`src/rtl/mux_scan_capture_pkg.sv`:
```
// ============================================================================
// Module : mux_scan_capture_pkg
// Brief  : Shared encodings and widths for the mux7to1 scan/capture path.
// Rev    : 1.0  initial release
// ============================================================================
`default_nettype none

package mux_scan_capture_pkg;

  localparam int NUM_IN = 7;
  localparam int SEL_W  = 3;
  localparam int DIV_W  = 16;

  localparam logic [SEL_W-1:0] FIRST_SEL = 3'd0;
  localparam logic [SEL_W-1:0] LAST_SEL  = 3'd6;

  typedef enum logic [1:0] {
    IDLE = 2'd0,
    SCAN = 2'd1,
    DONE = 2'd2
  } scan_state_e;

  // Returns the word with the sample for select code sel replaced by b.
  function automatic logic [NUM_IN-1:0] put_sample(
    input logic [NUM_IN-1:0] word,
    input logic [SEL_W-1:0]  sel,
    input logic              b
  );
    logic [NUM_IN-1:0] r;
    r      = word;
    r[sel] = b;
    return r;
  endfunction

endpackage

`default_nettype wire

```
`src/rtl/mux_scan_capture_if.sv`:
```
// ============================================================================
// Module : mux_scan_capture_if
// Brief  : Control, mux-path and result signals of the scan/capture sequencer.
// Rev    : 1.0  initial release
// ============================================================================
`default_nettype none

interface mux_scan_capture_if;
  import mux_scan_capture_pkg::*;

  logic              start;
  logic              continuous;
  logic              mux_out;
  logic [SEL_W-1:0]  mux_select;
  logic [NUM_IN-1:0] data_out;
  logic              done;
  logic              busy;

  modport slave (
    input  start,
    input  continuous,
    input  mux_out,
    output mux_select,
    output data_out,
    output done,
    output busy
  );

  modport master (
    output start,
    output continuous,
    output mux_out,
    input  mux_select,
    input  data_out,
    input  done,
    input  busy
  );

endinterface

`default_nettype wire

```
`src/rtl/mux_scan_capture_rate_divider.sv`:
```
// ============================================================================
// Module : rate_divider
// Brief  : Free-running 0..TICK_DIV-1 counter with a terminal-count tick.
// Rev    : 1.0  initial release
// ============================================================================
`default_nettype none

module rate_divider
  import mux_scan_capture_pkg::*;
#(
  parameter int unsigned TICK_DIV = 4
) (
  input  logic clock,
  input  logic resetn,
  input  logic clear,
  input  logic enable,
  output logic tick
);

  localparam logic [DIV_W-1:0] LAST_COUNT = DIV_W'(TICK_DIV - 1);

  logic [DIV_W-1:0] count_q;
  logic [DIV_W-1:0] count_d;

  assign tick = enable && (count_q == LAST_COUNT);

  // Clear wins over enable so the count restarts at 0 on every scan entry.
  always_comb begin
    count_d = count_q;
    if (clear) begin
      count_d = '0;
    end else if (enable) begin
      count_d = tick ? '0 : count_q + 1'b1;
    end
  end

  always_ff @(posedge clock or negedge resetn) begin
    if (!resetn) begin
      count_q <= '0;
    end else begin
      count_q <= count_d;
    end
  end

endmodule

`default_nettype wire

```
`src/rtl/mux_scan_capture.sv`:
```
// ============================================================================
// Module : mux_scan_capture
// Brief  : Steps mux7to1 select 0..6, samples its output, publishes a 7-bit word.
// Rev    : 1.0  initial release
// ============================================================================
`default_nettype none

module mux_scan_capture
  import mux_scan_capture_pkg::*;
#(
  parameter int unsigned TICK_DIV = 4
) (
  input  logic                 clock,
  input  logic                 resetn,
  mux_scan_capture_if.slave    bus
);

  scan_state_e       state_q;
  logic [SEL_W-1:0]  sel_q;
  logic [NUM_IN-1:0] shadow_q;
  logic [NUM_IN-1:0] shadow_d;
  logic [NUM_IN-1:0] data_q;
  logic              done_q;
  logic              busy_q;

  logic              div_clear;
  logic              div_enable;
  logic              tick;

  assign div_enable = (state_q == SCAN);
  assign div_clear  = (state_q != SCAN);

  rate_divider #(
    .TICK_DIV (TICK_DIV)
  ) u_rate_divider (
    .clock  (clock),
    .resetn (resetn),
    .clear  (div_clear),
    .enable (div_enable),
    .tick   (tick)
  );

  // Shadow including the sample being taken this cycle; on the last select
  // this is what data_out loads, so the final bit is visible in DONE.
  always_comb begin
    shadow_d = put_sample(shadow_q, sel_q, bus.mux_out);
  end

  always_ff @(posedge clock or negedge resetn) begin
    if (!resetn) begin
      state_q  <= IDLE;
      sel_q    <= FIRST_SEL;
      shadow_q <= '0;
      data_q   <= '0;
      done_q   <= 1'b0;
      busy_q   <= 1'b0;
    end else begin
      done_q <= 1'b0;
      case (state_q)
        IDLE: begin
          sel_q  <= FIRST_SEL;
          busy_q <= 1'b0;
          if (bus.start) begin
            state_q <= SCAN;
            busy_q  <= 1'b1;
          end
        end

        SCAN: begin
          if (tick) begin
            shadow_q <= shadow_d;
            if (sel_q == LAST_SEL) begin
              state_q <= DONE;
              data_q  <= shadow_d;
              done_q  <= 1'b1;
              busy_q  <= 1'b0;
              sel_q   <= FIRST_SEL;
            end else begin
              sel_q <= sel_q + 3'd1;
            end
          end
        end

        DONE: begin
          sel_q <= FIRST_SEL;
          if (bus.continuous || bus.start) begin
            state_q <= SCAN;
            busy_q  <= 1'b1;
          end else begin
            state_q <= IDLE;
            busy_q  <= 1'b0;
          end
        end

        default: begin
          state_q <= IDLE;
          sel_q   <= FIRST_SEL;
          busy_q  <= 1'b0;
        end
      endcase
    end
  end

  assign bus.mux_select = sel_q;
  assign bus.data_out   = data_q;
  assign bus.done       = done_q;
  assign bus.busy       = busy_q;

  // Code 7 would silently read input 0 through the mux.
  a_sel_in_range : assert property (@(posedge clock) disable iff (!resetn)
    sel_q <= LAST_SEL);

  a_done_not_busy : assert property (@(posedge clock) disable iff (!resetn)
    done_q |-> !busy_q);

endmodule

`default_nettype wire

```
`src/flat_wrapper.sv`:
```
// flat-port wrapper written by rule: the top's interface ports become plain ports
module mux_scan_capture_flat import mux_scan_capture_pkg::*;
#(
  parameter int unsigned TICK_DIV = 4
)
  (clock, resetn, bus_start, bus_continuous, bus_mux_out, bus_mux_select, bus_data_out, bus_done, bus_busy);
  mux_scan_capture_if bus_i ();
  input  logic clock;
  input  logic resetn;
  input wire logic [$bits(bus_i.start)-1:0] bus_start;
  input wire logic [$bits(bus_i.continuous)-1:0] bus_continuous;
  input wire logic [$bits(bus_i.mux_out)-1:0] bus_mux_out;
  output wire logic [$bits(bus_i.mux_select)-1:0] bus_mux_select;
  output wire logic [$bits(bus_i.data_out)-1:0] bus_data_out;
  output wire logic [$bits(bus_i.done)-1:0] bus_done;
  output wire logic [$bits(bus_i.busy)-1:0] bus_busy;
  assign bus_i.start = bus_start;
  assign bus_i.continuous = bus_continuous;
  assign bus_i.mux_out = bus_mux_out;
  assign bus_mux_select = bus_i.mux_select;
  assign bus_data_out = bus_i.data_out;
  assign bus_done = bus_i.done;
  assign bus_busy = bus_i.busy;
  mux_scan_capture #(.TICK_DIV(TICK_DIV)) u_core (.clock(clock), .resetn(resetn), .bus(bus_i));
endmodule
```
`config.mk`:
```
export PLATFORM = sky130hd
export DESIGN_NAME = mux_scan_capture_flat
export DESIGN_NICKNAME = d
export VERILOG_FILES = /design/src/rtl/mux_scan_capture_pkg.sv /design/src/rtl/mux_scan_capture_if.sv /design/src/rtl/mux_scan_capture_rate_divider.sv /design/src/rtl/mux_scan_capture.sv /design/src/flat_wrapper.sv
export SDC_FILE = /design/constraint.sdc
export NUM_CORES = 1
export LEC_CHECK = 0
export BUFFER_PORTS_ARGS = -buffer_cell sky130_fd_sc_hd__buf_2
export CAP_MARGIN = 40
export CORE_MARGIN = 4
export CORE_UTILIZATION = 35
export CTS_CLUSTER_DIAMETER = 30
export DETAILED_ROUTE_END_ITERATION = 7
export PLACE_DENSITY = 0.58
export SLEW_MARGIN = 0
export SYNTH_ARGS = -nofsm -noshare
export SYNTH_HDL_FRONTEND = slang
export SYNTH_SLANG_ARGS = --single-unit
```
`constraint.sdc`:
```
create_clock -name clock -period 1.83 [get_ports clock]
set_input_delay 0.183 -clock clock [delete_from_list [all_inputs] [get_ports clock]]
set_output_delay 0.183 -clock clock [all_outputs]
set_load 0.1 [all_outputs]
```
**Yosys cells after proc, flatten, opt, wreduce, memory -nomap -nowiden**

Index checks and enable logic that the tools add are counted.

- Equality and inequality tests: 8
- Reduce and logical (&&, ||, !) cells: 9
- Magnitude comparators: 2
- Mux-type cells: 22
- Add/subtract/negate cells: 2

Operators with widths:

| cell | number |
|---|---|
| $mux W16 | 3 |
| $add A16 B1 Y16 const B | 1 |
| $eq A16 B2 Y1 const B | 1 |
| $mux W1 | 9 |
| $mux W3 | 3 |
| $bwmux W7 | 1 |
| $mux W2 | 3 |
| $ne A2 B1 Y1 const B | 3 |
| $pmux W2 S3 | 1 |
| $reduce_and A3 Y1 | 2 |
| $lt A3 B4 Y1 const B | 1 |
| $reduce_and A2 Y1 | 2 |
| $add A3 B1 Y3 const B | 1 |
| $demux W1 S3 | 1 |
| $eq A3 B3 Y1 const B | 1 |
| $ge A3 B1 Y1 const B | 1 |
| $pmux W1 S3 | 1 |
| $eq A2 B1 Y1 const B | 1 |
| $eq A2 B2 Y1 const B | 1 |
| $logic_and A1 B1 Y1 | 2 |
| $logic_not A2 Y1 | 1 |
| $ne A2 B2 Y1 const B | 1 |
| $reduce_bool A2 Y1 | 1 |
| $logic_or A1 B1 Y1 | 1 |

- Input bits: 5
- Flip-flop bits (word level): 37
- Output and inout port bits: 12
- Logic and storage cells: 50

**Logic depth before layout (Yosys ltp)**

Gate-level depths: netlist of run 1.

- Word-level depth: 5
- Depth in mapped cells: 6
- Gate-level depth less buffers: 5

**Cells and area by module**

From an unflattened synthesis of run 1, not the netlist that was laid out.

- Cell total of the unflattened synthesis: 183
- Area total of the unflattened synthesis: 1,901.8 sq um

By module, submodules not included:

| module | seq. area each (sq um) | instances | cells an instance | area each (sq um) |
|---|---|---|---|---|
| mux_scan_capture | 500.5 | 1 | 84 | 982.2 |
| rate_divider | 400.4 | 1 | 99 | 919.6 |

**Worst setup path before layout of run 1**

No wires, ideal clock.

- Path kind: reg2reg
- Start: register u_core.sel_q[1], in the netlist u_core.bus.mux_select[1]
- End: register u_core.data_q[0], in the netlist u_core.bus.data_out[0]
- Arrival: 1.917 ns
- Setup slack: -0.213 ns
- Path buffers: 1
- Stages on the path, launching flop included: 5
- Period minus slack after synthesis: 2.043 ns
- Library setup time: 0.126 ns
- Data required time: 1.704 ns
- Cell sequence: dfrtp_1 > and3b_1 > clkbuf_1 > nand3_2 > mux2_2

- Longest elaborated chain between the ends: 5
- Elaborated cells between the ends (all ways): 8
- Classes of those cells: 2 x order compare; 1 x eq/ne; 3 x mux; 2 x reduce/logical

RTL lines:

| what | RTL line | text |
|---|---|---|
| start, declared | mux_scan_capture.sv:19 | `logic [SEL_W-1:0] sel_q;` |
| start signal, assigned | mux_scan_capture.sv:79 | `sel_q <= sel_q + 3'd1;` |
| $lt A3 B4 Y1 (not written as such) / $ge A3 B1 Y1 (equally long branches) | mux_scan_capture_pkg.sv:31 | `r[sel] = b;` |
| $logic_and A1 B1 Y1 (not written as such) | mux_scan_capture_pkg.sv:31 |  |
| $mux W1 (not written as such) | mux_scan_capture_pkg.sv:31 |  |
| $demux W1 S3 | -- |  |
| $bwmux W7 | mux_scan_capture_pkg.sv:31 |  |
| end signal, assigned | mux_scan_capture.sv:74 | `data_q <= shadow_d;` |
| end, declared | mux_scan_capture.sv:22 | `logic [NUM_IN-1:0] data_q;` |

Several ways; a longest one is shown, not always the timed one.
A chain may end at the register's enable or synchronous reset.

**Worst setup path in the final report of run 1**

- Start: register u_core.u_rate_divider.count_q[0]
- End: register u_core.shadow_q[5]

- Longest elaborated chain between the ends: 3

RTL lines:

| what | RTL line | text |
|---|---|---|
| start, declared | mux_scan_capture_rate_divider.sv:22 | `logic [DIV_W-1:0] count_q;` |
| start signal, assigned | mux_scan_capture_rate_divider.sv:41 | `count_q <= count_d;` |
| $eq A16 B2 Y1 | mux_scan_capture_rate_divider.sv:25 | `assign tick = enable && (count_q == LAST_COUNT);` |
| $logic_and A1 B1 Y1 | mux_scan_capture_rate_divider.sv:25 |  |
| $reduce_and A2 Y1 (no source line) | -- |  |
| end signal, assigned | mux_scan_capture.sv:71 | `shadow_q <= shadow_d;` |
| end, declared | mux_scan_capture.sv:20 | `logic [NUM_IN-1:0] shadow_q;` |

Every way passes these cells.

==> impl_summary.md, run 1 <==
Run status
The flow ran to the end, but the final reports show violations. The final reports fail on negative hold slack.

Floorplan
The height of the die is 76.6 um. The x dimension of the die is 76.6 um. The area of the die is 5870 um2.

The area of the core is 4440 um2. The effective utilization at floorplan is 0.371. Pin placement for this block handled 17 I/O pins. The initialized floorplan defines 24 standard-cell rows.

STA
The final-layout setup total negative slack is 0 ps. Setup violations remaining at the end of the flow were counted as 0. The routed design could run at a clock period as short as approximately 1700 ps.

Across all hold checks on the routed design, the worst slack comes to -22.2 ps. The number of max-slew violations in the final report came to 0. The final hold violation count is 26. Timing would allow up to 0.585 GHz. The worst path meets setup with 120 ps of slack.

The transition time at the pin with the least slew margin is 797 ps. The relative max-transition margin is 0.469. For the final database, setup skew stands at 9.24 ps. The final worst-path cycle share is 0.935.

Setup repair after global routing left no endpoint under its margin.

Critical path
The largest fanout on the critical path is 6. The worst setup path is captured at a register. The critical path in this run is classified as reg2reg.

The worst endpoint required time is 2000 ps. The critical path launch point type is a register. The data arrival time of the critical path is 1880 ps.

Logic synthesis
Of the total synthesized cell area, the portion taken by full adders, half adders and majority gates is 0.00759. The fraction of synthesized area in multiplexers is 0.0888. The mapped netlist covers ~1600 um2. After synthesis the netlist holds a flip-flop and latch count of 36. The share of the synthesized area in compound gates (AO/OA/AOI/OAI) came to 0.0281. The number of nets in the synthesized netlist is 154. The synthesized design contains 0 enable-type register cells. Of the total synthesized cell area, the portion taken by AND, OR, NAND and NOR gates is 0.228.

For this run, the number of Yosys warnings is 0. The fraction of registers with async set/reset is 1.00. After synthesis, the largest family of logic cells by area is simple AND/OR/NAND/NOR gates. The post-synthesis cell count is 148. The part of the Yosys area used for sequential elements is 0.546. The average instance in the mapped netlist occupies 11.1 um2.

Of the total synthesized cell area, the portion taken by XOR and XNOR cells is 0.0797. Among all flip-flop cells after synthesis, the most frequent one is dfrtp_1. In this run, distinct cell masters in the synthesized netlist total 30.

Clock tree
The clock tree buffer depth is 2. The clock-pin slew reported for the worst setup and hold paths after clock tree synthesis is 70 ps. The number of buffers added by the clock tree synthesis step is 5. For this design, the sink count on the clock tree is 36.

The number of levels the H-tree was split into is 2. The buffers inserted during post-CTS setup optimization is 0. The clock latency at the later pin of the worst-skew pair is 280 ps.

The cell sitting at the root of the clock tree is a clkbuf_8. The clock tree from TritonCTS is yes.

Global routing
For this run the aggregate overflow at the end of global routing stands at 0. The initial antenna violation count is 0. The pin count of the biggest net entering global routing is 37. The first global-routing pass estimated 5690 um of wire. The via count of the first global-routing pass is between 1k and 1.5k. The combined global-route utilization of all metal layers is 0.118.

Final layout
Of the cells placed in the final design, the portion with a size suffix greater than 1 is 0.279. The library cell used most frequently in the layout, excluding fill and tap cells, is dfrtp_1. The number of antenna diodes is 0.

The net count of the finished layout is between 150 and 200. The fill cell total of the finished layout is 430. Relative to the synthesized area, the layout overhead comes to 17.4%. The finished cells cover 1940 um2.

In the layout the commonest cells are dfrtp_1 (33), nor2_1 (21), buf_2 (16).

Drt
After detailed routing, the number of remaining DRC violations is 0. The number of optimization iterations in the first detailed-route pass is 4. The count of nets left with antenna violations once routing finished came out at 0. The first routing iteration left 82 violations. The routed wire length is 3200 um.

In the final routed layout, each cell accounts on average for 14.3 um. The via count is between 1k and 1.5k. In the routed layout, each cell is associated on average with a via count of 5.25.

Placed design
Detailed placement finished with a half-perimeter wire length of 2290 um. Routability-driven placement finished with a final weighted congestion of 0.842. The number of buffers added on ports is 16.

Prior to clock tree synthesis, the placed netlist has a worst setup slack of -3.29 ps. In this run the cell area measured after placement is roughly 1800 um2.

Worst hold path
The classification of the worst-slack hold path is in2async.

Job
The number of maximum-capacitance violations is 0.

Power and ir drop
The standby leakage power is between 0.8 and 0.9 nW. The power density relative to cell area is 1440 nW/um2. The worst supply voltage drop on vdd is 0.000678 V.
-- metrics by stage --
stage | hold WS [ps] | cells | utilization | power (mW)
5_1_grt | 48.8 | 224 | 0.436 | 2.97
6_report | -22.2 | 224 | 0.436 | 2.80
2_1_floorplan | -113 | 148 | - | 1.91
3_5_place_dp | 312 | 216 | 0.409 | 2.14
4_1_cts | 3.76 | 224 | 0.434 | 2.83
3_3_place_gp | 294 | 216 | 0.409 | 2.10
-- kinds of logic (layout without fill, tap and decap cells) --
group           Yosys count  in the layout
flops                    36             36
xor+xnor                 15             15
simple gates             69             69
fa+ha+maj                 1              1
buf+inv                   7             31
mux                      13             13
compound gates            7              7
-- repair_timing --
item                       in CTS  in global routing
gates resized for setup         1                  1
setup endpoints to repair       7                  4
hold buffers                    0                  0
-- per-layer routing --
layer	track usage	routed length, um	vias up
met3	0.0307	132	4
met1	0.144	1430	582
met2	0.200	1610	26
met4	0.0435	23	0
li1	-	-	563
met5	0	0	-
-- state kept, by name, summed over array words and instances, names as in the netlist --
signal / flops
u_core.shadow_q: 6
u_core.state_q: 2
u_core.bus.busy: 1
u_core.u_rate_divider.count_q: 16
u_core.bus.done: 1
u_core.bus.data_out: 7
u_core.bus.mux_select: 3
-- report_power, final --
part | switching, mW | internal [mW] | total [mW]
clock | 0.263 | 0.404 | 0.667
combinational | 0.690 | 0.291 | 0.981
sequential | 0.177 | 0.972 | 1.15
-- Yosys cell counts, types with 2 or more instances --
library cell / number / share of area
nor4_2: 3 / 0.023
nand2_1: 9 / 0.020
a31o_2: 2 / 0.011
nand4_1: 7 / 0.027
nor3_1: 7 / 0.021
dfrtp_1: 36 / 0.55
xnor2_1: 14 / 0.074
and3_1: 3 / 0.011
nor2b_1: 2 / 0.0076
nor4_1: 4 / 0.015
mux2_2: 10 / 0.068
a21oi_1: 2 / 0.0061
mux2_1: 3 / 0.020
o21ai_0: 2 / 0.0061
inv_1: 3 / 0.0068
nand3_1: 6 / 0.018
buf_2: 2 / 0.0061
nor2_1: 21 / 0.048
-- cell type report --
class | count | area [um2] | area share
Sequential cell | 36 | 905 | 0.467
Multi-Input combinational cell | 105 | 724 | 0.374
Inverter | 3 | 11.3 | 0.00582
Timing Repair Buffer | 20 | 123 | 0.0633
Tap cell | 52 | 65.1 | 0.0336
Clock inverter | 2 | 35.0 | 0.0181
Clock buffer | 6 | 72.6 | 0.0375
-- final timing paths --
| kind | cells past startpoint | to | slack, ps | start |
|---|---|---|---|---|
| worst max-delay path | 5 | u_core.shadow_q[5]$_DFFE_PN0P_ | 120 | u_core.u_rate_divider.count_q[0]$_DFF_PN0_ |
| worst min-delay path | 1 | u_core.bus.done$_DFF_PN0_ | -20 | resetn |
| worst max register to register | 5 | u_core.shadow_q[5]$_DFFE_PN0P_ | 120 | u_core.u_rate_divider.count_q[0]$_DFF_PN0_ |
| worst min register to register | 1 | u_core.u_rate_divider.count_q[0]$_DFF_PN0_ | 490 | u_core.u_rate_divider.count_q[0]$_DFF_PN0_ |
| max in group asynchronous | 1 | u_core.bus.mux_select[2]$_DFFE_PN0N_ | 1300 | resetn |
| min in group clock | 2 | u_core.shadow_q[2]$_DFFE_PN0P_ | 200 | bus_mux_out |
-- critical path, cell delays in order, from the launching register on --
cell     delay (ps)
dfrtp_1         400
ha_1            220
nor3b_2         220
and4_4          300
nand4_1         120
mux2_1          340
No activity file was read; power rests on OpenSTA's default activity.
==> inputs of run 2 (changes only) <==
Settings changed: SETUP_SLACK_MARGIN set to 0.4.
==> impl_summary.md, run 2 (synthesis gave the netlist of run 1 again) <==
Clock tree
The clock-pin slew reported for the worst setup and hold paths after clock tree synthesis is 80 ps. The clock tree buffer depth is 2. The clock net in this run drives a total of 36 sinks. The root buffer cell chosen for the clock tree is clkbuf_8.

The number of levels the H-tree was split into is 2. The clock latency at the later pin of the worst-skew pair is ~280 ps. Counting the buffers created by CTS gives 5. TritonCTS built the clock tree.

Power and ir drop
The power density relative to cell area is 1340 nW/um2. IR analysis of the VDD net gives a maximum drop of roughly 0.00059 V. The standby leakage power is approximately 1.1 nW.

STA
The achievable clock frequency is 0.604 GHz. The final-layout setup total negative slack is 0 ps. The final hold violation count was 0. The transition time at the pin with the least slew margin is 546 ps. The final worst-path cycle share is 0.905. In this run the tightest slew margin relative to its limit is 0.636. Setup repair after global routing could not meet its margin everywhere. The number of max-slew violations in the final report is 0.

The final setup violation count is 0. The final critical path time including I/O delays and setup is 1660 ps. The worst-case clock skew is 6.26 ps.

Floorplan
The floorplan step defined a core boundary enclosing roughly 4400 um2. The height of the die is 76.6 um. The floorplan row count is 24.

The die is between 70 and 80 um wide. The count of boundary I/O pins is 17. The floorplan step defined a die boundary enclosing between 5000 and 6000 um2. The effective utilization at floorplan is 0.371.

Drt
The starting DRC count in detailed routing is 56. The via count is around 1.3k. The number of DRC violations after detailed routing is 0. The routed wire length is around 4100 um. The first detailed-routing pass ran for 4 iterations. The detail route stage leaves a number of antenna-violating nets equal to 0. After detailed routing, the average wire length per cell comes to ~16 um. The routed via count divided by cell count is 5.25.

Critical path
The kind of end point of the critical path is a register. The data arrival time of the critical path is 1820 ps. The worst setup path is launched from a register.

The largest single stage delay on the critical path is 430 ps. Along the worst path, the maximum fanout reaches 8. Walking the worst path, the cells encountered are nor4_4 -> and4_4 -> nand4_1 -> mux2_4. The type of the setup path with the least slack is reg2reg. Among all stages on the critical path, the largest delay is contributed by dfrtp_2. At the worst endpoint, the required time is 2000 ps.

Final layout
The layout overhead on the synthesized area is 52.5%. The post-layout utilization of the core is 0.566. Of the cells placed in the final design, the portion with a size suffix greater than 1 is 0.558. The flip-flop count of the largest register after layout is 16. The largest register by flop count is u_core.u_rate_divider.count_q. The net count of the finished layout is 204. Leaving out fill and tap cells, the most frequent cells in the layout are dfrtp_1 (32), buf_4 (24), buf_2 (16). The most frequent standard cell in the layout excluding fill and tap cells is dfrtp_1. 0 antenna diodes ended up in the layout.

Global routing
For this run the aggregate overflow at the end of global routing stands at 0. The combined global-route utilization of all metal layers is 0.145. The initial antenna violation count came to 0.

The wire length of the first global-routing pass is 6780 um. The pin count of the biggest net entering global routing is 25. The via count of the first global-routing pass is 1411.

Run status
The run finished with clean final reports.

Placed design
The global placer's final weighted congestion is 0.810. Summed over all nets, the half-perimeter wirelength after detailed placement is ~2300 um. Input and output buffers added on the ports amount to 16.

Job
Max-cap violations in this run came to 0.

Worst hold path
The classification of the worst-slack hold path is in2reg.
[run 2: cell count changes in the layout (fill, tap and decap cells not counted), sizes merged]
| cell | before | now |
|---|---|---|
| buf | 20 | 46 |
| dlygate4sd3 | 0 | 1 |
[run 2: routing by layer]
layer / part of all wire / vias to the layer above / track usage / routed length [um]
met5: 0 / - / 0 / 0
met4: 0.011 / 0 / 0.0471 / 45
met3: 0.034 / 6 / 0.0355 / 137
met2: 0.55 / 25 / 0.261 / 2240
met1: 0.40 / 668 / 0.169 / 1640
li1: - / 620 / - / -
[run 2: worst max-delay path, delay by kind of cell, from the launching register on]
family	cells	cell delay [ps]
flip-flops	1	430
multiplexers	1	330
AND/OR/NAND/NOR	3	800
[run 2: final cells by class]
class / instances / area, um2
clock buffers: 6 / 72.6
inverters: 3 / 11.3
multi-input cells: 105 / 1040
fillers: 384 / 1930
clock inverters: 2 / 35.0
well taps: 52 / 65.1
flip-flops and latches: 36 / 913
repair buffers: 47 / 380
[run 2: repair_timing]
action / CTS / global route
pin swaps: 14 / 23
buffers inserted: 17 / 5
gates cloned: 1 / 0
setup endpoints to repair: 34 / 36
hold buffers: 1 / 0
endpoints found under the hold margin: 23 / 0
resized for setup: 28 / 41
[run 2: per-stage QoR]
stage          power [mW]  hold slack (ps)  setup slack [ps]  instances  area (um2)
6_report             3.38              199               175        251        2510
5_1_grt              3.56              198               109        251        2510
4_1_cts              3.17              184               184        246        2290
3_5_place_dp         2.15              204              18.6        219        1860
3_3_place_gp         2.13              193              59.3        219        1860
2_1_floorplan        1.94             -113               187        148        1670
[run 2: final timing paths]
kind                                                                   from                            endpoint  slack [ps]  cells after the start
worst min-delay path                                              bus_start       u_core.state_q[0]$_DFFE_PN0P_         200                      3
worst max register to register  u_core.u_rate_divider.count_q[13]$_DFF_PN0_      u_core.shadow_q[4]$_DFFE_PN0P_         170                      4
min in group asynchronous                                            resetn           u_core.bus.done$_DFF_PN0_         420                      2
worst max-delay path            u_core.u_rate_divider.count_q[13]$_DFF_PN0_      u_core.shadow_q[4]$_DFFE_PN0P_         170                      4
max in group asynchronous                                            resetn      u_core.shadow_q[1]$_DFFE_PN0P_         830                      3
worst min register to register           u_core.bus.data_out[4]$_DFFE_PN0P_  u_core.bus.data_out[4]$_DFFE_PN0P_         500                      1
[run 2: power by group]
part | switching (mW) | internal, mW | total (mW) | leakage (nW)
logic | 0.884 | 0.620 | 1.50 | 0.555
clock network | 0.279 | 0.404 | 0.684 | 0.0552
registers | 0.202 | 0.987 | 1.19 | 0.449
